[config.mk]
export PLATFORM = sky130hd
export DESIGN_NAME = uart_rx
export DESIGN_NICKNAME = d
export VERILOG_FILES = /design/src/rtl/uart_rx.sv
export SDC_FILE = /design/constraint.sdc
export NUM_CORES = 1
export LEC_CHECK = 0
export BUFFER_PORTS_ARGS = -buffer_cell sky130_fd_sc_hd__buf_2
export CORE_ASPECT_RATIO = 0.6
export CORE_MARGIN = 2
export CORE_UTILIZATION = 45
export CTS_BUF_LIST = sky130_fd_sc_hd__clkbuf_16
export DETAILED_ROUTE_END_ITERATION = 10
export SYNTH_ARGS = -nofsm -noshare
export SYNTH_HDL_FRONTEND = slang
export SYNTH_SLANG_ARGS = --single-unit
[constraint.sdc]
create_clock -name i_clk -period 2.5 [get_ports i_clk]
set_input_delay 0.125 -clock i_clk [delete_from_list [all_inputs] [get_ports i_clk]]
set_output_delay 0.125 -clock i_clk [all_outputs]
set_load 0.01 [all_outputs]
[src/rtl/uart_rx.sv]
// rtl/uart_rx.sv - UART receiver: 2-FF sync, mid-bit sampling, sticky status flags.
// Optional even parity bit enabled by defining UART_RX_PARITY_EN.
module uart_rx #(
  parameter int CLKS_PER_BIT = 434
) (
  input  logic       i_clk,
  input  logic       i_rst_n,
  input  logic       i_rx,
  input  logic       i_rx_clear,
  output logic [7:0] o_rx_data,
  output logic       o_rx_ready,
  output logic       o_overrun,
  output logic       o_framing_error,
  output logic       o_parity_error,
  output logic       o_rx_busy
);

  localparam int CNT_W = $clog2(CLKS_PER_BIT);
  localparam logic [CNT_W-1:0] HALF_LAST = CNT_W'(CLKS_PER_BIT / 2 - 1);
  localparam logic [CNT_W-1:0] BIT_LAST  = CNT_W'(CLKS_PER_BIT - 1);

  typedef enum logic [2:0] {
    IDLE           = 3'd0,
    START_CHECK    = 3'd1,
    RECEIVE_DATA   = 3'd2,
    RECEIVE_PARITY = 3'd3,
    STOP_CHECK     = 3'd4,
    WAIT_IDLE      = 3'd5
  } state_e;

  state_e           state_q, state_d;
  logic             sync1_q, rx_s_q;
  logic [CNT_W-1:0] cnt_q, cnt_d;
  logic [2:0]       idx_q, idx_d;
  logic [7:0]       shift_q, shift_d;
  logic [7:0]       data_q, data_d;
  logic             ready_q, ready_d;
  logic             overrun_q, overrun_d;
  logic             ferr_q, ferr_d;
  logic             sample;
  logic             bit_done;
`ifdef UART_RX_PARITY_EN
  logic             par_q, par_d;
  logic             perr_q, perr_d;
`endif

  assign bit_done = (cnt_q == BIT_LAST);

  always_comb begin
    state_d   = state_q;
    idx_d     = idx_q;
    shift_d   = shift_q;
    data_d    = data_q;
    ready_d   = ready_q;
    overrun_d = overrun_q;
    ferr_d    = ferr_q;
    sample    = 1'b0;
`ifdef UART_RX_PARITY_EN
    par_d     = par_q;
    perr_d    = perr_q;
`endif

    // Clear is applied first so a flag raised by a frame completing this cycle survives it.
    if (i_rx_clear) begin
      ready_d   = 1'b0;
      overrun_d = 1'b0;
      ferr_d    = 1'b0;
`ifdef UART_RX_PARITY_EN
      perr_d    = 1'b0;
`endif
    end

    case (state_q)
      IDLE: begin
        if (!rx_s_q) state_d = START_CHECK;
      end
      START_CHECK: begin
        if (cnt_q == HALF_LAST) state_d = rx_s_q ? IDLE : RECEIVE_DATA;
      end
      RECEIVE_DATA: begin
        if (bit_done) begin
          sample  = 1'b1;
          shift_d = {rx_s_q, shift_q[7:1]};
          idx_d   = idx_q + 3'd1;
`ifdef UART_RX_PARITY_EN
          if (idx_q == 3'd7) state_d = RECEIVE_PARITY;
`else
          if (idx_q == 3'd7) state_d = STOP_CHECK;
`endif
        end
      end
`ifdef UART_RX_PARITY_EN
      RECEIVE_PARITY: begin
        if (bit_done) begin
          par_d   = rx_s_q;
          state_d = STOP_CHECK;
        end
      end
`endif
      STOP_CHECK: begin
        if (bit_done) begin
          if (rx_s_q) begin
            state_d = IDLE;
            data_d  = shift_q;
            ready_d = 1'b1;
            if (ready_q && !i_rx_clear) overrun_d = 1'b1;
`ifdef UART_RX_PARITY_EN
            if (^{shift_q, par_q}) perr_d = 1'b1;
`endif
          end else begin
            state_d = WAIT_IDLE;
            ferr_d  = 1'b1;
          end
        end
      end
      WAIT_IDLE: begin
        // A held-low break must not look like a fresh start bit.
        if (rx_s_q) state_d = IDLE;
      end
      default: state_d = IDLE;
    endcase

    if (state_d != state_q) idx_d = 3'd0;

    if (state_d != state_q || sample || state_q == IDLE || state_q == WAIT_IDLE)
      cnt_d = '0;
    else
      cnt_d = cnt_q + CNT_W'(1);
  end

  always_ff @(posedge i_clk) begin
    if (!i_rst_n) begin
      sync1_q   <= 1'b1;
      rx_s_q    <= 1'b1;
      state_q   <= IDLE;
      cnt_q     <= '0;
      idx_q     <= 3'd0;
      shift_q   <= 8'h00;
      data_q    <= 8'h00;
      ready_q   <= 1'b0;
      overrun_q <= 1'b0;
      ferr_q    <= 1'b0;
    end else begin
      sync1_q   <= i_rx;
      rx_s_q    <= sync1_q;
      state_q   <= state_d;
      cnt_q     <= cnt_d;
      idx_q     <= idx_d;
      shift_q   <= shift_d;
      data_q    <= data_d;
      ready_q   <= ready_d;
      overrun_q <= overrun_d;
      ferr_q    <= ferr_d;
    end
  end

`ifdef UART_RX_PARITY_EN
  always_ff @(posedge i_clk) begin
    if (!i_rst_n) begin
      par_q  <= 1'b0;
      perr_q <= 1'b0;
    end else begin
      par_q  <= par_d;
      perr_q <= perr_d;
    end
  end

  assign o_parity_error = perr_q;
`else
  assign o_parity_error = 1'b0;
`endif

  assign o_rx_data       = data_q;
  assign o_rx_ready      = ready_q;
  assign o_overrun       = overrun_q;
  assign o_framing_error = ferr_q;
  assign o_rx_busy       = (state_q != IDLE);

endmodule
# Word level (Yosys, flattened, before mapping)
# Index checks and enable logic that the tools add are counted.
# W data, S select, Z words.
# word_totals
ff_bits	36
word_cells	56
inputBits	4
out_inout_bits	13
# op_classes
muxes	24
n_reduce_logical	11
n_eq_ne	8
add_sub_neg	2
bitwise_logic	1
# op_table
operator	n
$mux W3	7
$mux W1	15
$pmux W3 S5	1
$add A9 B1 Y9 const B	1
$eq A3 B3 Y1 const B	3
$eq A9 B8 Y1 const B	1
$eq A9 B9 Y1 const B	1
$reduce_or A2 Y1	2
$add A3 B1 Y3 const B	1
$eq A3 B1 Y1 const B	1
$eq A3 B2 Y1 const B	1
$logic_not A3 Y1	1
$logic_or A1 B1 Y1	3
$ne A3 B3 Y1	1
$reduce_and A3 Y1	1
$reduce_bool A3 Y1	1
$mux W2	1
$reduce_and A2 Y1	1
$logic_and A1 B1 Y1	1
$logic_not A1 Y1	1
$not A1 Y1	1

# Depth between registers and ports, before layout
# Gate-level depths: netlist (run 1).
# logic_depth
word_depth	9
mapped_depth	8
depth_no_buf	7

# Worst setup path before layout (run 1)
# No wires, ideal clock.
# synth_timing
path_type	flip-flop to flip-flop
startpoint	register cnt_q[0]
endpoint	register cnt_q[7]
period_less_slack_ns	2.044
path_buffers	1
arrival_time_ns	1.927
setup_slack_ns	0.456
setup_time_ns	0.117
stages_incl_launch_ff	9
cell_sequence	dfxtp_1 inv_1 ha_1 nand4b_1 or4_4 o311a_1 a32oi_2 buf_6 and4b_1
# synth_via
elab_chain_cells	8
# synth_rtl
item	line	text
start, declared	33	logic [CNT_W-1:0] cnt_q, cnt_d;
start signal, assigned	147	cnt_q <= cnt_d;
$eq A9 B9 Y1 / $eq A9 B8 Y1 (equally long branches)	47, 78	
$mux W3 (on tied branches)	101, 78, 81	
$pmux W3 S5	73	case (state_q)
$ne A3 B3 Y1	125	if (state_d != state_q || sample || state_q == IDLE || state_q == WAIT_IDLE)
$logic_or A1 B1 Y1 (3 in a row)	125	
$reduce_or A2 Y1 (no line)	--	
# Parallel ways exist; a longest one is shown, timed or not.
# A chain may end at the register's enable or synchronous reset.

# Worst setup path in the final report (run 1)
# layout_timing
startpoint	register cnt_q[0]
endpoint	register cnt_q[0]
# Same word-level chain as after synthesis.

==> results of run 1 <==
area by class of cell:
cell class	instances	area share, %
well taps	47	3.02
clock buffers	5	6.42
flip-flops and latches	36	37.0
multi-input cells	119	45.7
clock inverters	3	1.93
repair buffers	18	5.01
inverters	5	0.963
layer usage:
layer / up-vias / global-route usage (%)
li1: 627 / -
met2: 54 / 22.7
met3: 4 / 4.77
met5: - / 0
met4: 0 / 4.92
met1: 569 / 24.2
sequential cells by signal (all words and copies together) (netlist names):
name and cells:
o_rx_ready 1, shift_q 8, o_rx_data 8, idx_q 3, o_overrun 1, sync1_q 1
o_framing_error 1, rx_s_q 1, cnt_q 9, state_q 3
power by group:
part	internal, mW	total, mW	switching (mW)	leakage (nW)
clock network	0.463	0.684	0.221	0.0789
logic	0.0179	0.0418	0.0239	0.402
registers	0.577	0.582	0.00451	0.291
total	1.06	1.31	0.250	0.771
final timing paths:
kind / start / to / slack, ns / cells past startpoint
setup / recovery: cnt_q[0]$_SDFF_PP0_ / cnt_q[0]$_SDFF_PP0_ / 0.30 / 8
hold / removal: i_rx / sync1_q$_SDFF_PN1_ / 0.04 / 2
setup reg to reg: cnt_q[0]$_SDFF_PP0_ / cnt_q[0]$_SDFF_PP0_ / 0.30 / 8
hold reg to reg: sync1_q$_SDFF_PN1_ / rx_s_q$_SDFF_PN1_ / 0.43 / 1
cell families (layout without fill, tap and decap cells):
family	after synthesis	count (layout)	share of synthesized area [%]
AND/OR/NAND/NOR	71	71	27.1
flip-flops	36	36	43.0
multiplexers	18	18	10.9
AO/OA/AOI/OAI	16	16	7.02
buffers and inverters	13	31	3.81
XOR/XNOR	8	8	4.18
adder cells (fa/ha/maj)	5	5	3.73
other	1	1	0.224
placed cells by master, fill, tap and decap left out, drive strengths merged, types with 3 or more instances in the layout:
cell type,netlist,routed
nand2,9,9
and3,3,3
a21oi,3,3
dfxtp,36,36
buf,5,18
clkbuf,3,5
nand4,3,3
nor2,6,6
nand3,7,7
xnor2,6,6
mux2i,16,16
nand2b,5,5
o21ai,3,3
and4b,10,10
ha,5,5
nor2b,17,17
inv,5,5
==> summary.txt, run 1 <==
Finish
  – Multi-input gate area: 891 µm²
  – Share of cells above drive strength 1: 17.2%
  – Area grow syn2layout: 16.4%
  – Finished Core Util: 53.9%
  – Final Cell Area: 1950 µm²
  – Final Non-Filler Cells: 233
  – Layout net count: approximately 190
  – Fill cells: approximately 330
  – Seq. cell area: 721 µm²
  – Antenna Cells: 0

Logic synthesis
  – Top-area cell type share of the netlist area: approximately 43%
  – Area leader, netlist: dfxtp_1
  – Yosys reg bits: 36
  – Post-synth top cells: dfxtp_1 (36), nor2b_1 (17), mux2i_1 (16)
  – Gate Count Post-Synth: around 170
  – Fraction of registers with async set or reset after synthesis: 0%
  – Post-synth top flop: dfxtp_1
  – Sequential fraction of the synthesis area: 43.0%
  – Library cells used by synthesis: 38
  – Count of flip-flops with a built-in enable after synthesis: 0
  – Cell Area, Synth: 1680 µm²
  – Mapped Nets: 177
  – Main area contributors after synthesis: dfxtp_1 (43%), mux2i_1 (9.6%), nor2b_1 (6.3%)
  – Syn avg cell area: ~10 µm²
  – Most frequent cell after synthesis: dfxtp_1
  – Yosys Warn Count: 0

Route
  – Initial DRC count: 80
  – Top sig layer: met4
  – Routed length on met2: 1.30 mm
  – Post-DR wirelength/cell: 13.6 µm
  – WL met1: 1.66 mm
  – Routed wl met3: 208 µm
  – # DRC: 0
  – Final WL: 3.18 mm
  – Vias after detailed routing: ~1,300
  – Post-route ant nets: 0
  – Via density: 5.38
  – DR pass1 iterations: 4

Critical path
  – CP max FO: 12
  – CP bufs+invs: 2
  – Crit path DAT: 2.36 ns
  – Required time of the critical path: about 2.7 ns
  – CP max stage delay: 0.44 ns
  – CP Capture Type: register
  – CP max stage cell: or4_4
  – Top Family by Delay on Critical Path: simple AND/OR/NAND/NOR gates
  – Worst setup SP type: register
  – WS Path Type: reg2reg
  – Cell Chain, Critical Path: inv_1 -> ha_1 -> nand4b_1 -> or4_4 -> o311a_1 -> a32oi_2 -> buf_4 -> and4b_2

STA
  – Fmax: 0.455 GHz
  – Final hold vios: 0
  – Post-layout min period: 2.20 ns
  – Unrepaired setup endpoints after global routing: false
  – Worst hold margin: 0.0378 ns
  – Setup TNS: 0 ns
  – Setup violations, final: 0
  – Setup ws final: 0.303 ns
  – Worst slew pin tran: 0.649 ns
  – Relative slew slack: 56.5%
  – Clk_skew: 0.00276 ns
  – Final worst-path cycle share: between 80% and 90%
  – Slew Limit Fails: 0

Floorplanning
  – Core Box Area: 3620 µm²
  – Die Wd: 82.8 µm
  – FP Rows: 17
  – # IOs: 17
  – Initial core utilization: 46.3%
  – Die Ht: 51.3 µm
  – Die area: 4240 µm²

Outcome
  – Status: complete, no violations

Place
  – Routability Congestion: 0.931
  – PortBufs: 15
  – Inst Count DP: about 230
  – Placed cell areas: between 1500 and 2000 µm²
  – Dpl hpwl: 2.16 mm
  – Setup WS pre-CTS: 0.324 ns

GRT
  – Grt ovf: 0
  – Initial antenna violation count: 0
  – Vias in the first global route: 1,107
  – Total Routing Usage GR: 16.4%
  – First-pass GRT wire length: 5.20 mm
  – Pin count of the biggest net entering global routing: 27

Pwr
  – Peak VDD IR: 0.546 mV
  – PwrDens: ~670 nW/µm²
  – Total power: 1.31 mW
  – Lkg Pwr: a little under 0.8 nW

CTS
  – Clock root buffer: clkbuf_16
  – Worst-skew pair later-pin latency: approximately 0.27 ns
  – Setup Buffers After CTS: 0
  – Clk pin slew, worst setup/hold paths: 0.05 ns
  – CTS tree: done
  – H-Tree Depth: 2
  – Num CTS Buffers: 5
  – Deepest clock path buffer count: 2
  – Clock sinks: 36
  – CTS hold repair buffers: 0
  – Resized Gates After CTS: 0

Run
  – Max Cap Violations: 0

Min path
  – Hold Crit Class: in2reg
No activity file was read; power rests on OpenSTA's default activity.
==> inputs of run 2 (changes only) <==
- CORE_UTILIZATION: 45 -> 57
- PLACE_DENSITY: not set -> 0.77
==> run 2 against run 1 <==
  * Clock power fell by 11%
  * Power fell by 5.9%
  * Design area fell by 1.7%
  * Routed wire length rose by 13%
  * Highest routed layer unchanged
  * Sequential share of layout area rose by 0.63 points
  * Worst setup slack got worse by 0.21 ns
  * Die area fell by 20%
  * Critical endpoint is now cnt_q[8]$_SDFF_PP0_
  * Core utilization rose by 14 points
  * Final cell count fell by 2.6%
  * Fmax fell by 8.6%
  * Worst hold slack got worse by 0.0023 ns
==> summary.txt, run 2 (same netlist as run 1, synthesis figures left out) <==
CTS
  – CTS tree: done
  – CTS hold repair buffers: 0
  – Clock root buffer: clkbuf_16
  – Resized Gates After CTS: 0
  – Deepest clock path buffer count: 2
  – Clock sinks: 36
  – H-Tree Depth: 2
  – Clk pin slew, worst setup/hold paths: approximately 0.060 ns
  – Setup Buffers After CTS: 0
  – Num CTS Buffers: 5
  – Worst-skew pair later-pin latency: 0.28 ns

STA
  – Worst slew pin tran: 0.702 ns
  – Final hold vios: 0
  – Slew Limit Fails: 0
  – Final worst-path cycle share: around 96%
  – Setup TNS: 0 ns
  – Post-layout min period: 2.40 ns
  – Clk_skew: 0.00288 ns
  – Relative slew slack: 53.0%
  – Fmax: 0.416 GHz
  – Unrepaired setup endpoints after global routing: false
  – Setup violations, final: 0

Finish
  – Final Non-Filler Cells: 227
  – Largest Register: cnt_q
  – Share of cells above drive strength 1: 17.8%
  – Final Cell Area: roughly 1900 µm²
  – Commonest cells after routing, fill and taps aside: dfxtp_1 (36), nor2b_1 (17), mux2i_1 (16)
  – Area grow syn2layout: 14.4%
  – Commonest non-fill, non-tap cell in the layout: dfxtp_1
  – Antenna Cells: 0
  – Number of flip-flops in the largest register: 9
  – Layout net count: 193

GRT
  – Grt ovf: 0
  – Total Routing Usage GR: 24.0%
  – First-pass GRT wire length: 5.78 mm
  – Vias in the first global route: 1,168
  – Pin count of the biggest net entering global routing: 27
  – Initial antenna violation count: 0

Route
  – Final WL: 3.61 mm
  – Vias after detailed routing: roughly 1,300
  – Post-DR wirelength/cell: 15.9 µm
  – Via density: 5.65
  – # DRC: 0
  – DR pass1 iterations: 4
  – Post-route ant nets: 0
  – Initial DRC count: 91

Run
  – Max Cap Violations: 0

Place
  – Routability Congestion: 0.849
  – PortBufs: 15
  – Dpl hpwl: 2.48 mm
  – Placed cell areas: 1770 µm²
  – Inst Count DP: 219

Floorplanning
  – # IOs: 17
  – Die area: roughly 3400 µm²
  – Die Wd: 74.0 µm
  – Die Ht: ~46 µm
  – Initial core utilization: about three fifths
  – FP Rows: 15
  – Core Box Area: between 2000 and 3000 µm²

Pwr
  – Lkg Pwr: ~0.76 nW
  – PwrDens: 642 nW/µm²
  – Peak VDD IR: approximately 0.34 mV
  – Total power: 1.23 mW

Min path
  – Hold Crit Class: in2reg

Critical path
  – CP max stage delay: 0.46 ns
  – CP max FO: 12
  – Worst setup SP type: register
  – Required time of the critical path: 2.67 ns
  – WS Path Type: reg2reg
  – CP max stage cell: a32oi_2
  – Cell Chain, Critical Path: inv_1 -> ha_1 -> nand4b_1 -> or4_4 -> o311a_1 -> a32oi_2 -> and4b_2
  – CP Capture Type: register
  – Crit path DAT: 2.58 ns

Outcome
  – Status: complete, no violations
[run 2: cell count changes in the layout (fill, tap and decap cells not counted)]
cell / previous run / this run
buf_4: 3 / 2
bufinv_16: 1 / 0
clkinv_1: 2 / 0
clkinv_2: 0 / 2
clkinv_4: 0 / 1
[run 2: layout make-up]
cell class,instances,area [µm²]
multi-input cells,119,891
clock inverters,3,18.8
well taps,42,52.6
inverters,5,18.8
flip-flops and latches,36,721
fillers,226,917
repair buffers,17,90.1
clock buffers,5,125
[run 2: where the power goes]
part | leakage, nW | switching [mW] | internal (mW)
clock | 0.0736 | 0.241 | 0.367
sequential | 0.291 | 0.00483 | 0.577
combinational | 0.397 | 0.0249 | 0.0169
[run 2: worst max-delay path, delay by kind of cell (launching register included)]
family / cells / cell delay [ns]
flip-flops: 1 / 0.36
buffers and inverters: 1 / 0.10
AND/OR/NAND/NOR: 3 / 0.83
adder cells (fa/ha/maj): 1 / 0.18
AO/OA/AOI/OAI: 2 / 0.81
[run 2: path summary, 6_finish.rpt]
path | from | end | slack [ns] | cells past startpoint
max | cnt_q[0]$_SDFF_PP0_ | cnt_q[8]$_SDFF_PP0_ | 0.1 | 7
min | i_rx_clear | o_overrun$_SDFF_PN0_ | 0.04 | 2
max reg2reg | cnt_q[0]$_SDFF_PP0_ | cnt_q[8]$_SDFF_PP0_ | 0.1 | 7
min reg2reg | sync1_q$_SDFF_PN1_ | rx_s_q$_SDFF_PN1_ | 0.41 | 1
[run 2: routing by layer]
| layer | vias up | part of all wire, % | track usage (%) | wire length, µm |
|---|---|---|---|---|
| met2 | 49 | 47 | 38.9 | 1680 |
| li1 | 628 | - | - | - |
| met5 | - | 0 | 0 | 0 |
| met1 | 597 | 46 | 30.9 | 1670 |
| met4 | 0 | 1.7 | 8.36 | 63 |
| met3 | 9 | 5.4 | 6.86 | 196 |
[run 2: per-stage QoR]
stage          hold slack [ns]  util (%)  setup slack, ns
3_3_place_gp             0.312      62.6            0.230
3_5_place_dp             0.323      62.6            0.132
4_1_cts                 0.0331      67.6            0.112
2_1_floorplan            0.198         -            0.456
5_1_grt                 0.0384      67.6          0.00831
6_report                0.0355      67.6           0.0972
==> inputs of run 3 (changes only) <==
- CORE_ASPECT_RATIO: 0.6 -> 1.25
- CTS_CLUSTER_SIZE: not set -> 12
==> run 3 against run 2 <==
  * Core utilization grew 0.11 points
  * Worst setup slack improved by 0.11 ns
  * Sequential power barely moved
  * Fmax up 4.9%
  * Non-clock buffer count stayed put
  * Final cell count shrank 2.6%
  * Design area grew 1.2%
  * Sequential cell count did not move
  * Worst hold slack worse by 0.0066 ns
  * Global-route usage decreased by 3.7 points
  * Clock skew increased by 0.0027 ns
  * Critical path type unchanged
  * Highest routed layer unchanged
==> summary.txt, run 3 (same netlist as run 1, synthesis figures left out) <==
Run
  – Max Cap Violations: 0

Pwr
  – Lkg Pwr: 0.768 nW
  – Switching Share: approximately a fifth
  – PwrDens: roughly 670 nW/µm²
  – Sequential Power Share: around 45%
  – Peak VDD IR: just under 0.5 mV
  – Combinational power share: 3.2%
  – Clock power frac: 52.3%
  – Net Switching: 0.249 mW
  – Internal power: 1.06 mW

Place
  – Placed cell areas: 1770 µm²
  – Setup WS pre-CTS: about 0.14 ns
  – Dpl hpwl: 2.13 mm
  – PortBufs: 15
  – Routability Congestion: approximately 0.8

STA
  – Final worst-path cycle share: 91.6%
  – Clk_skew: 0.00556 ns
  – Final hold vios: 0
  – Fmax: 0.437 GHz
  – Worst hold margin: 0.0289 ns
  – Setup violations, final: 0
  – Post-layout min period: 2.29 ns
  – Slew Limit Fails: 0
  – Setup ws final: 0.209 ns
  – Relative slew slack: 56.3%
  – Unrepaired setup endpoints after global routing: false
  – Worst slew pin tran: approximately 0.65 ns
  – Setup TNS: 0 ns

Min path
  – Hold Crit Class: in2reg

Critical path
  – Crit path DAT: between 2 and 2.5 ns
  – WS Path Type: reg2reg
  – CP max FO: 12
  – Required time of the critical path: about 2.7 ns
  – CP Capture Type: register
  – Worst setup SP type: register

CTS
  – Num CTS Buffers: 5
  – CTS hold repair buffers: 0
  – Clock root buffer: clkbuf_16
  – Setup Buffers After CTS: 0
  – Deepest clock path buffer count: 2
  – Clock sinks: 36
  – CTS tree: done
  – H-Tree Depth: 2
  – Clk pin slew, worst setup/hold paths: 0.05 ns
  – Resized Gates After CTS: 0
  – Worst-skew pair later-pin latency: 0.28 ns

Route
  – Initial DRC count: 9
  – # DRC: 0
  – Vias after detailed routing: 1,254
  – DR pass1 iterations: 4
  – Post-DR wirelength/cell: 13.8 µm
  – Post-route ant nets: 0
  – Via density: 5.67
  – Final WL: 3.06 mm

GRT
  – Vias in the first global route: 1,165
  – First-pass GRT wire length: 5.07 mm
  – Total Routing Usage GR: 20.3%
  – Initial antenna violation count: 0
  – Pin count of the biggest net entering global routing: 27
  – Grt ovf: 0

Finish
  – Final Cell Area: between 1500 and 2000 µm²
  – Largest Register: cnt_q
  – Share of cells above drive strength 1: 16.8%
  – Antenna Cells: 0
  – Layout net count: 193
  – Commonest non-fill, non-tap cell in the layout: dfxtp_1
  – Commonest cells after routing, fill and taps aside: dfxtp_1 (36), nor2b_1 (17), mux2i_1 (16)
  – Area grow syn2layout: 15.8%
  – Finished Core Util: just under 70%
  – Number of flip-flops in the largest register: 9

Floorplanning
  – Die Ht: 64.6 µm
  – # IOs: 17
  – Initial core utilization: a little under 60%
  – FP Rows: 22
  – Die area: 3390 µm²
  – Die Wd: about 52 µm
  – Core Box Area: 2860 µm²

Outcome
  – Status: complete, no violations
-- run 3: cell types whose count changed in the layout (fill, tap and decap cells not counted) --
| cell | delta |
|---|---|
| a32oi_2 | -1 |
| bufinv_16 | +1 |
| clkinv_1 | +2 |
| clkinv_4 | -1 |
| a32oi_4 | +1 |
| clkinv_2 | -2 |
-- run 3: per-layer routing --
metal / up-vias / GRT usage [%] / wire length [µm]
li1: 624 / - / -
met1: 587 / 22.7 / 1320
met2: 36 / 33.4 / 1550
met3: 7 / 5.76 / 126
met4: 0 / 11.9 / 68
met5: - / 0 / 0
-- run 3: area by class of cell --
class                           instances  area, µm²
Clock buffer                            5        125
Sequential cell                        36        721
Timing Repair Buffer                   17       90.1
Inverter                                5       18.8
Fill cell                             233        923
Multi-Input combinational cell        119        902
Clock inverter                          3       37.5
Tap cell                               36       45.0
-- run 3: final timing paths --
check / from / endpoint / slack (ns) / cells after the start
hold / removal: i_rx / sync1_q$_SDFF_PN1_ / 0.03 / 2
setup / recovery: cnt_q[0]$_SDFF_PP0_ / cnt_q[0]$_SDFF_PP0_ / 0.21 / 7
hold reg to reg: sync1_q$_SDFF_PN1_ / rx_s_q$_SDFF_PN1_ / 0.43 / 1
setup reg to reg: cnt_q[0]$_SDFF_PP0_ / cnt_q[0]$_SDFF_PP0_ / 0.21 / 7
-- run 3: power by group through the flow --
stage | registers [mW] | logic (mW) | clock network (mW)
6_report | 0.582 | 0.0417 | 0.683
5_1_grt | 0.582 | 0.0461 | 0.729
4_1_cts | 0.581 | 0.0398 | 0.698
3_5_place_dp | 0.594 | 0.0399 | 0
3_3_place_gp | 0.593 | 0.0383 | 0
2_1_floorplan | 0.592 | 0.0339 | 0
-- run 3: metrics by stage --
| step | cells | power [mW] |
|---|---|---|
| after floorplan | 168 | 0.626 |
| after global placement | 213 | 0.632 |
| after detailed placement | 213 | 0.633 |
| after CTS | 221 | 1.32 |
| after global routing | 221 | 1.36 |
| final | 221 | 1.31 |
-- run 3: critical path, stage by stage (launching register included) --
cell	delay, ns
dfxtp_1	0.35
inv_1	0.10
ha_1	0.17
nand4b_1	0.11
or4_4	0.44
o311a_1	0.37
a32oi_4	0.35
and4b_2	0.28
